<file path="src/rtl/can_pkg.sv">
// rtl/can_pkg.sv - shared CAN definitions for the CRC-15 transmit and receive paths
package can_pkg;

  typedef enum logic [2:0] {
    IDLE,
    ACCUM,
    SHIFT,
    DELIM,
    ACK_SLOT,
    ACK_DLM
  } crc_tx_state_t;

  localparam int          CAN_CRC_W     = 15;
  localparam logic [14:0] CAN_CRC_POLY  = 15'h4599;
  localparam logic        CAN_RECESSIVE = 1'b1;
  localparam logic        CAN_DOMINANT  = 1'b0;

endpackage

</file>
<file path="src/rtl/can_crc15_step.sv">
// rtl/can_crc15_step.sv - one combinational CAN CRC-15 step, shared by TX and RX CRC units
module can_crc15_step
  import can_pkg::*;
(
  input  logic [CAN_CRC_W-1:0] crc_in,
  input  logic                 data_bit,
  output logic [CAN_CRC_W-1:0] crc_out
);

  logic w_inv;

  assign w_inv   = data_bit ^ crc_in[CAN_CRC_W-1];
  assign crc_out = {crc_in[CAN_CRC_W-2:0], 1'b0} ^ (w_inv ? CAN_CRC_POLY : '0);

endmodule

</file>
<file path="src/rtl/can_crc_tx.sv">
// rtl/can_crc_tx.sv - transmit CRC-15: accumulates frame bits, shifts CRC out, drives delimiter/ACK and checks them
module can_crc_tx
  import can_pkg::*;
(
  input  logic                 clk,
  input  logic                 RST,
  input  logic                 bitstrobe,
  input  logic                 bitstuff,
  input  logic                 SOF,
  input  logic                 tx_bit,
  input  logic                 last_data,
  input  logic                 abort,
  input  logic                 CANRX,
  output logic                 crc_drive,
  output logic                 crc_txbit,
  output logic [CAN_CRC_W-1:0] crc_value,
  output logic                 crc_done,
  output logic                 ack_error,
  output logic                 delim_error
);

  crc_tx_state_t        r_state, w_state_nxt;
  logic [CAN_CRC_W-1:0] r_crc, w_crc_nxt, w_crc_step;
  logic [3:0]           r_cnt, w_cnt_nxt;
  logic                 r_drive, r_txbit, r_done, r_ack_err, r_delim_err;
  logic                 w_done_nxt, w_ack_nxt, w_delim_nxt;
  logic                 w_drive_nxt, w_txbit_nxt;
  logic                 w_adv;

  can_crc15_step u_step (
    .crc_in   (r_crc),
    .data_bit (tx_bit),
    .crc_out  (w_crc_step)
  );

  assign w_adv = bitstrobe & ~bitstuff;

  always_comb begin
    w_state_nxt = r_state;
    w_crc_nxt   = r_crc;
    w_cnt_nxt   = r_cnt;
    w_done_nxt  = 1'b0;
    w_ack_nxt   = 1'b0;
    w_delim_nxt = 1'b0;

    case (r_state)
      IDLE: begin
        // SOF is dominant and never enters the CRC; it only clears it
        if (bitstrobe && SOF) begin
          w_crc_nxt   = '0;
          w_state_nxt = ACCUM;
        end
      end
      ACCUM: begin
        if (w_adv) begin
          w_crc_nxt = w_crc_step;
          if (last_data) begin
            w_cnt_nxt   = 4'd14;
            w_state_nxt = SHIFT;
          end
        end
      end
      SHIFT: begin
        if (w_adv) begin
          w_crc_nxt = {r_crc[CAN_CRC_W-2:0], 1'b0};
          if (r_cnt == 4'd0) begin
            w_state_nxt = DELIM;
          end else begin
            w_cnt_nxt = r_cnt - 4'd1;
          end
        end
      end
      DELIM: begin
        if (bitstrobe) begin
          w_delim_nxt = (CANRX == CAN_DOMINANT);
          w_state_nxt = ACK_SLOT;
        end
      end
      ACK_SLOT: begin
        if (bitstrobe) begin
          w_ack_nxt   = (CANRX == CAN_RECESSIVE);
          w_state_nxt = ACK_DLM;
        end
      end
      ACK_DLM: begin
        if (bitstrobe) begin
          w_delim_nxt = (CANRX == CAN_DOMINANT);
          w_done_nxt  = 1'b1;
          w_state_nxt = IDLE;
        end
      end
      default: w_state_nxt = IDLE;
    endcase

    // abort leaves the CRC visible for debug until the next SOF clears it
    if (abort) begin
      w_state_nxt = IDLE;
      w_crc_nxt   = r_crc;
      w_cnt_nxt   = r_cnt;
      w_done_nxt  = 1'b0;
      w_ack_nxt   = 1'b0;
      w_delim_nxt = 1'b0;
    end

    w_drive_nxt = (w_state_nxt != IDLE) && (w_state_nxt != ACCUM);
    w_txbit_nxt = (w_state_nxt == SHIFT) ? w_crc_nxt[CAN_CRC_W-1] : CAN_RECESSIVE;
  end

  always_ff @(posedge clk) begin
    if (RST) begin
      r_state     <= IDLE;
      r_crc       <= '0;
      r_cnt       <= '0;
      r_drive     <= 1'b0;
      r_txbit     <= CAN_RECESSIVE;
      r_done      <= 1'b0;
      r_ack_err   <= 1'b0;
      r_delim_err <= 1'b0;
    end else begin
      r_state     <= w_state_nxt;
      r_crc       <= w_crc_nxt;
      r_cnt       <= w_cnt_nxt;
      r_drive     <= w_drive_nxt;
      r_txbit     <= w_txbit_nxt;
      r_done      <= w_done_nxt;
      r_ack_err   <= w_ack_nxt;
      r_delim_err <= w_delim_nxt;
    end
  end

  assign crc_drive   = r_drive;
  assign crc_txbit   = r_txbit;
  assign crc_value   = r_crc;
  assign crc_done    = r_done;
  assign ack_error   = r_ack_err;
  assign delim_error = r_delim_err;

endmodule

</file>
<file path="config.mk">
export PLATFORM = sky130hd
export DESIGN_NAME = can_crc_tx
export DESIGN_NICKNAME = d
export VERILOG_FILES = /design/src/rtl/can_pkg.sv /design/src/rtl/can_crc15_step.sv /design/src/rtl/can_crc_tx.sv
export SDC_FILE = /design/constraint.sdc
export NUM_CORES = 1
export LEC_CHECK = 0
export ABC_AREA = 1
export CAP_MARGIN = 15
export CORE_MARGIN = 10
export CORE_UTILIZATION = 35
export DETAILED_ROUTE_END_ITERATION = 6
export PLACE_DENSITY = 0.6
export SLEW_MARGIN = 0
export SYNTH_ARGS = -nofsm -noshare
export SYNTH_HDL_FRONTEND = slang
export SYNTH_SLANG_ARGS = --single-unit
</file>
<file path="constraint.sdc">
create_clock -name clk -period 1.4 [get_ports clk]
set_input_delay 0.21 -clock clk [delete_from_list [all_inputs] [get_ports clk]]
set_output_delay 0.21 -clock clk [all_outputs]
set_load 0.02 [all_outputs]
</file>
## Word level (Yosys, flattened, before mapping)

Index checks and enable logic that the tools add are counted.

| word-level totals | value |
|---|---|
| register bits | 27 |

| operators by class | value |
|---|---|
| mux-type cells | 22 |
| eq/ne operators | 12 |
| $add $sub $neg | 1 |
| bitwise operators | 11 |
| reductions and logical operators | 14 |

Operators by type and width:

| kind | number |
|---|---|
| 15-bit 2-to-1 mux | 5 |
| 15-bit case mux with 3 select lines | 1 |
| 3-bit 2-to-1 mux | 9 |
| 3-bit case mux with 6 select lines | 1 |
| 4-bit 2-to-1 mux | 4 |
| 15-bit XOR | 1 |
| 2-bit != test, second input constant | 5 |
| 3-bit by 2-bit equality test with 1-bit output, second input constant | 3 |
| 1-bit inverter | 8 |
| 4-bit case mux with 2 select lines | 1 |
| 4-bit OR reduction | 2 |
| 3-bit equality test, second input constant | 2 |
| 6-bit AND reduction | 1 |
| 3-bit nonzero test | 2 |
| 5-bit AND reduction | 1 |
| 4-bit zero test | 1 |
| 2-bit OR reduction | 2 |
| 4-bit by 1-bit subtractor with 4-bit output, second input constant | 1 |
| 3-bit by 1-bit equality test with 1-bit output, second input constant | 1 |
| 3-bit zero test | 1 |
| 3-bit by 1-bit != test with 1-bit output, second input constant | 1 |
| 3-bit OR reduction | 1 |
| 1-bit logical AND | 2 |
| 2-bit nonzero test | 1 |
| other kinds (3) | 3 |

## Logic depth before layout (Yosys ltp)

| logic depth | value |
|---|---|
| word-level depth | 8 |
| mapped depth | 10 |

## By module

From an unflattened synthesis, not the netlist that was laid out.

| second synthesis, totals | value |
|---|---|
| cell total of the unflattened synthesis | 268 |
| area, all modules | 1644.1 um^2 |

By module, submodules not included:

| module | area each (um^2) | cells each | seq. area each (um^2) | instances |
|---|---|---|---|---|
| can_crc_tx | 1445.1 | 228 | 540.5 | 1 |
| can_crc15_step | 198.9 | 40 | 0.0 | 1 |

## Least setup slack after synthesis

No wires, ideal clock.

| path | value |
|---|---|
| kind | flip-flop to flip-flop |
| start point | register r_state[0] |
| end point | register r_crc[2] (netlist: crc_value[2]) |
| data arrival time | 1239 ps |
| setup time | 113 ps |
| path buffers | 2 |
| stages on the path, launching flop included | 11 |
| setup slack | 48 ps |
| cell sequence | dfxtp_1 buf_2 nand2_1 nand2_2 inv_2 nand3_1 nor2_2 buf_4 o21ai_0 nand2_1 nor2_1 |

| between the ends | value |
|---|---|
| longest elaborated chain between the ends | 3 |
| elaborated cells on any way between the ends | 9 |
| those cells by class | 5 x eq/ne; 1 x mux; 3 x reduce/logical |

RTL lines:

| what | line | text |
|---|---|---|
| start, declared | can_crc_tx.sv:22 | `crc_tx_state_t r_state, w_state_nxt;` |
| start signal, assigned | can_crc_tx.sv:120 | `r_state <= w_state_nxt;` |
| 3-bit by 1-bit equality test with 1-bit output (tied with other cells) | can_crc_tx.sv:46 | `case (r_state)` |
| 2-bit != test (no line) or 3-bit nonzero test (tied branches) | - |  |
| 5-bit AND reduction (no line) | - |  |
| end signal, assigned | can_crc_tx.sv:121 | `r_crc <= w_crc_nxt;` |
| end, declared | can_crc_tx.sv:23 | `logic [CAN_CRC_W-1:0] r_crc, w_crc_nxt, w_crc_step;` |

Several ways; a longest one is shown, not always the timed one.
A chain may end at the register's enable or synchronous reset.

## Final worst setup path

| path | value |
|---|---|
| start point | register r_state[2] |
| end point | register r_crc[6] (netlist: crc_value[6]) |

The elaborated chain is that of the path after synthesis.

==> key figures <==
Detailed routing
  – DR WL/cell: 12.4 µm
  – Routed WL: 4410 µm
  – Via count: 1686
  – Vias per inst: 4.75
  – 1st-pass router iterations: 4
  – Number of remaining DRC errors: 0
  – DR iter-0 viols: 66
  – Final ANT Viol Nets: 0

STA
  – Achievable frequency: 743 MHz
  – Endpoints failing hold: 0
  – Tightest Pin Transition: 349 ps
  – Clock period minus worst slack: 1350 ps
  – Final Setup Violations: 0
  – WHS: 470 ps
  – Pins Over Slew Limit: 0
  – RSZ-0062 raised after global routing: yes
  – Final worst-path cycle share: 96.2%
  – Setup ws final: 53.3 ps
  – Rel. slew slack: 76.2%
  – Clk_skew: 11.0 ps

Worst hold path
  – Hold Path Stages: 2
  – Hold Crit Start: crc_value[0]$_SDFFE_PP0P_
  – Worst Hold Endpoint: crc_value[0]$_SDFFE_PP0P_
  – Hold Crit Class: reg -> reg

Power and ir drop
  – Maximum vdd ir drop: 0.450 mV
  – Leak: 0.00110 µW
  – Tot Pwr: 1620 µW
  – PwrDens: 700 mW/mm²

Synthesis
  – Synth Area per Inst: 6.21 µm²
  – Synth unique cells: 23
  – Yosys reg bits: 27
  – Mapped Area: 0.00147 mm²
  – Synth Instances: 237
  – Ys Warns: 0
  – Seq/Total Area, Yosys: 36.7%
  – Syn nets: 247

CTS
  – CTS Buf Count: 3
  – CTS Sinks: 27
  – CTS tree: built
  – H-tree lvl count: 1
  – Hold-fix buffers, CTS: 0
  – CTS max path bufs: 2
  – Root buffer cell: clkbuf_8
  – Reg clk slew, reported paths: 100 ps
  – Skew-Pair Late Insertion Delay: 280 ps

Finish
  – Multi-input logic area: 917 µm²
  – Fin area: 0.00232 mm²
  – Most common cell after layout, fill and taps aside: nand2_1
  – Ant diodes: 0
  – Nets: 316
  – Cell Count, Final, Fillers Out: 355
  – Commonest non-fill, non-tap cells in the layout: 49 x nand2_1, 44 x nor2_1, 37 x buf_4
  – Register Area: 556 µm²
  – Fillers: 398
  – P&R area growth vs syn: 57.7%
  – Share of layout cells above drive strength 1: 29.5%

Global routing
  – Number of global-route vias before repair: 1592
  – Initial antenna violation count: 0
  – Grt ovf: 0
  – GRT Resource Usage Total: 11.7%
  – Largest net degree at the start of global routing: 17
  – First-pass GRT wire length: 7250 µm

Critical path
  – Data required, critical path: 1580 ps
  – Critical Path Fanout Max: 8
  – CP Launch Point: r_state[2]$_SDFF_PP0_
  – Reg2Reg Setup Slack: 50 ps
  – R2r startpoint: r_state[2]$_SDFF_PP0_
  – Worst Setup Start Kind: flop
  – Worst flop-to-flop path endpoint: crc_value[6]$_SDFFE_PP0P_
  – Reg2Reg Depth: 9
  – CP Class: reg -> reg
  – Critical Path AT: 1530 ps
  – Crit. End Element: flop

Placement
  – DP HPWL: 3210 µm
  – Worst slack, placed: -452 ps
  – Routability cong.: 0.841
  – Placed cells: 348
  – Placed inst area: 0.00208 mm²
  – IO Port Bufs: 28

Floorplan
  – Initial core utilization: 36.6%
  – Core box area: 0.00403 mm²
  – FP Rows: 23
  – Ports: 29
  – Die area: 0.00720 mm²
  – Die width: 84.9 µm
  – Die height: 84.9 µm

Status
  – Status: finished, final reports clean

Job
  – Max cap viols: 0
final cells by class:
type,count,area share [%]
clock inverters,1,0.216
flip-flops and latches,27,23.9
well taps,50,2.69
inverters,34,5.93
multi-input cells,171,39.5
repair buffers,69,26.0
clock buffers,3,1.78
cells in the mapped netlist:
cell | count | area, µm²
nor2_4 | 3 | 33.8
clkinv_2 | 1 | 5.00
or2_2 | 1 | 6.26
nand2_2 | 2 | 12.5
clkbuf_1 | 1 | 3.75
inv_1 | 30 | 113
nor3_1 | 2 | 10.0
ha_1 | 1 | 12.5
a2111oi_0 | 1 | 8.76
o21ai_0 | 20 | 100
o21ai_1 | 1 | 5.00
buf_6 | 1 | 11.3
nor2_2 | 3 | 18.8
nand2_1 | 58 | 218
buf_4 | 2 | 15.0
nand4_1 | 3 | 18.8
nand3_1 | 17 | 85.1
nor2_1 | 47 | 176
o211ai_1 | 1 | 7.51
inv_2 | 3 | 11.3
dfxtp_1 | 27 | 541
buf_2 | 1 | 5.00
a21oi_1 | 11 | 55.1
report_power, final:
group	internal, µW	total, µW	switching (µW)	leakage, µW
registers	794	820	26.1	0.000223
clock network	200	445	245	0.0000255
logic	163	359	196	0.000853
registers in the layout (all words and copies together), names as in the netlist:
signal / count
crc_value: 15
ack_error: 1
crc_drive: 1
delim_error: 1
crc_done: 1
r_state: 3
crc_txbit: 1
r_cnt: 4
worst max-delay path by stage:
stage	to	slack (ps)
2_1_floorplan	crc_value[2]$_SDFFE_PP0P_	50
3_3_place_gp	r_cnt[3]$_SDFFE_PP0P_	-430
3_5_place_dp	crc_value[7]$_SDFFE_PP0P_	-450
4_1_cts	r_cnt[0]$_SDFFE_PP0P_	3
5_1_grt	crc_value[0]$_SDFFE_PP0P_	-60
6_report	crc_value[6]$_SDFFE_PP0P_	50
worst max-delay path, cell delays in order, from the launching register on:
cell     delay (ps)
dfxtp_4         370
buf_4           140
nor2_4          100
nand3_2          90
o21ai_2          90
nor2_4           80
buf_12          140
buf_4           120
nor2_1           70
nor2_1           50
cell families after synthesis:
logic type,count (synthesis),synth area share [%]
AOI/OAI and AO/OA,34,12.0
and+or+nand+nor,136,39.3
buffers and inverters,39,11.1
adders and majority gates,1,0.849
DFF,27,36.7
routing by layer:
metal	up-vias	global-route usage [%]	part of all wire, %
met5	-	0	0
met4	0	3.74	1.8
met3	11	3.25	4.8
met2	30	19.8	49
li1	878	-	-
met1	767	13.9	45
per-stage QoR:
stage	TNS, ps	util (%)
2_1_floorplan	0	-
3_3_place_gp	-8620	51.6
3_5_place_dp	-9000	51.6
4_1_cts	0	52.5
5_1_grt	-196	57.6
6_report	0	57.6
repair_timing:
item                                    CTS  global route
endpoints found under the setup margin   39            20
pin swaps                                 1            12
buffers inserted                          0             2
gates resized for setup                  30            52
gates cloned                              0             1
No activity file was read; power rests on OpenSTA's default activity.
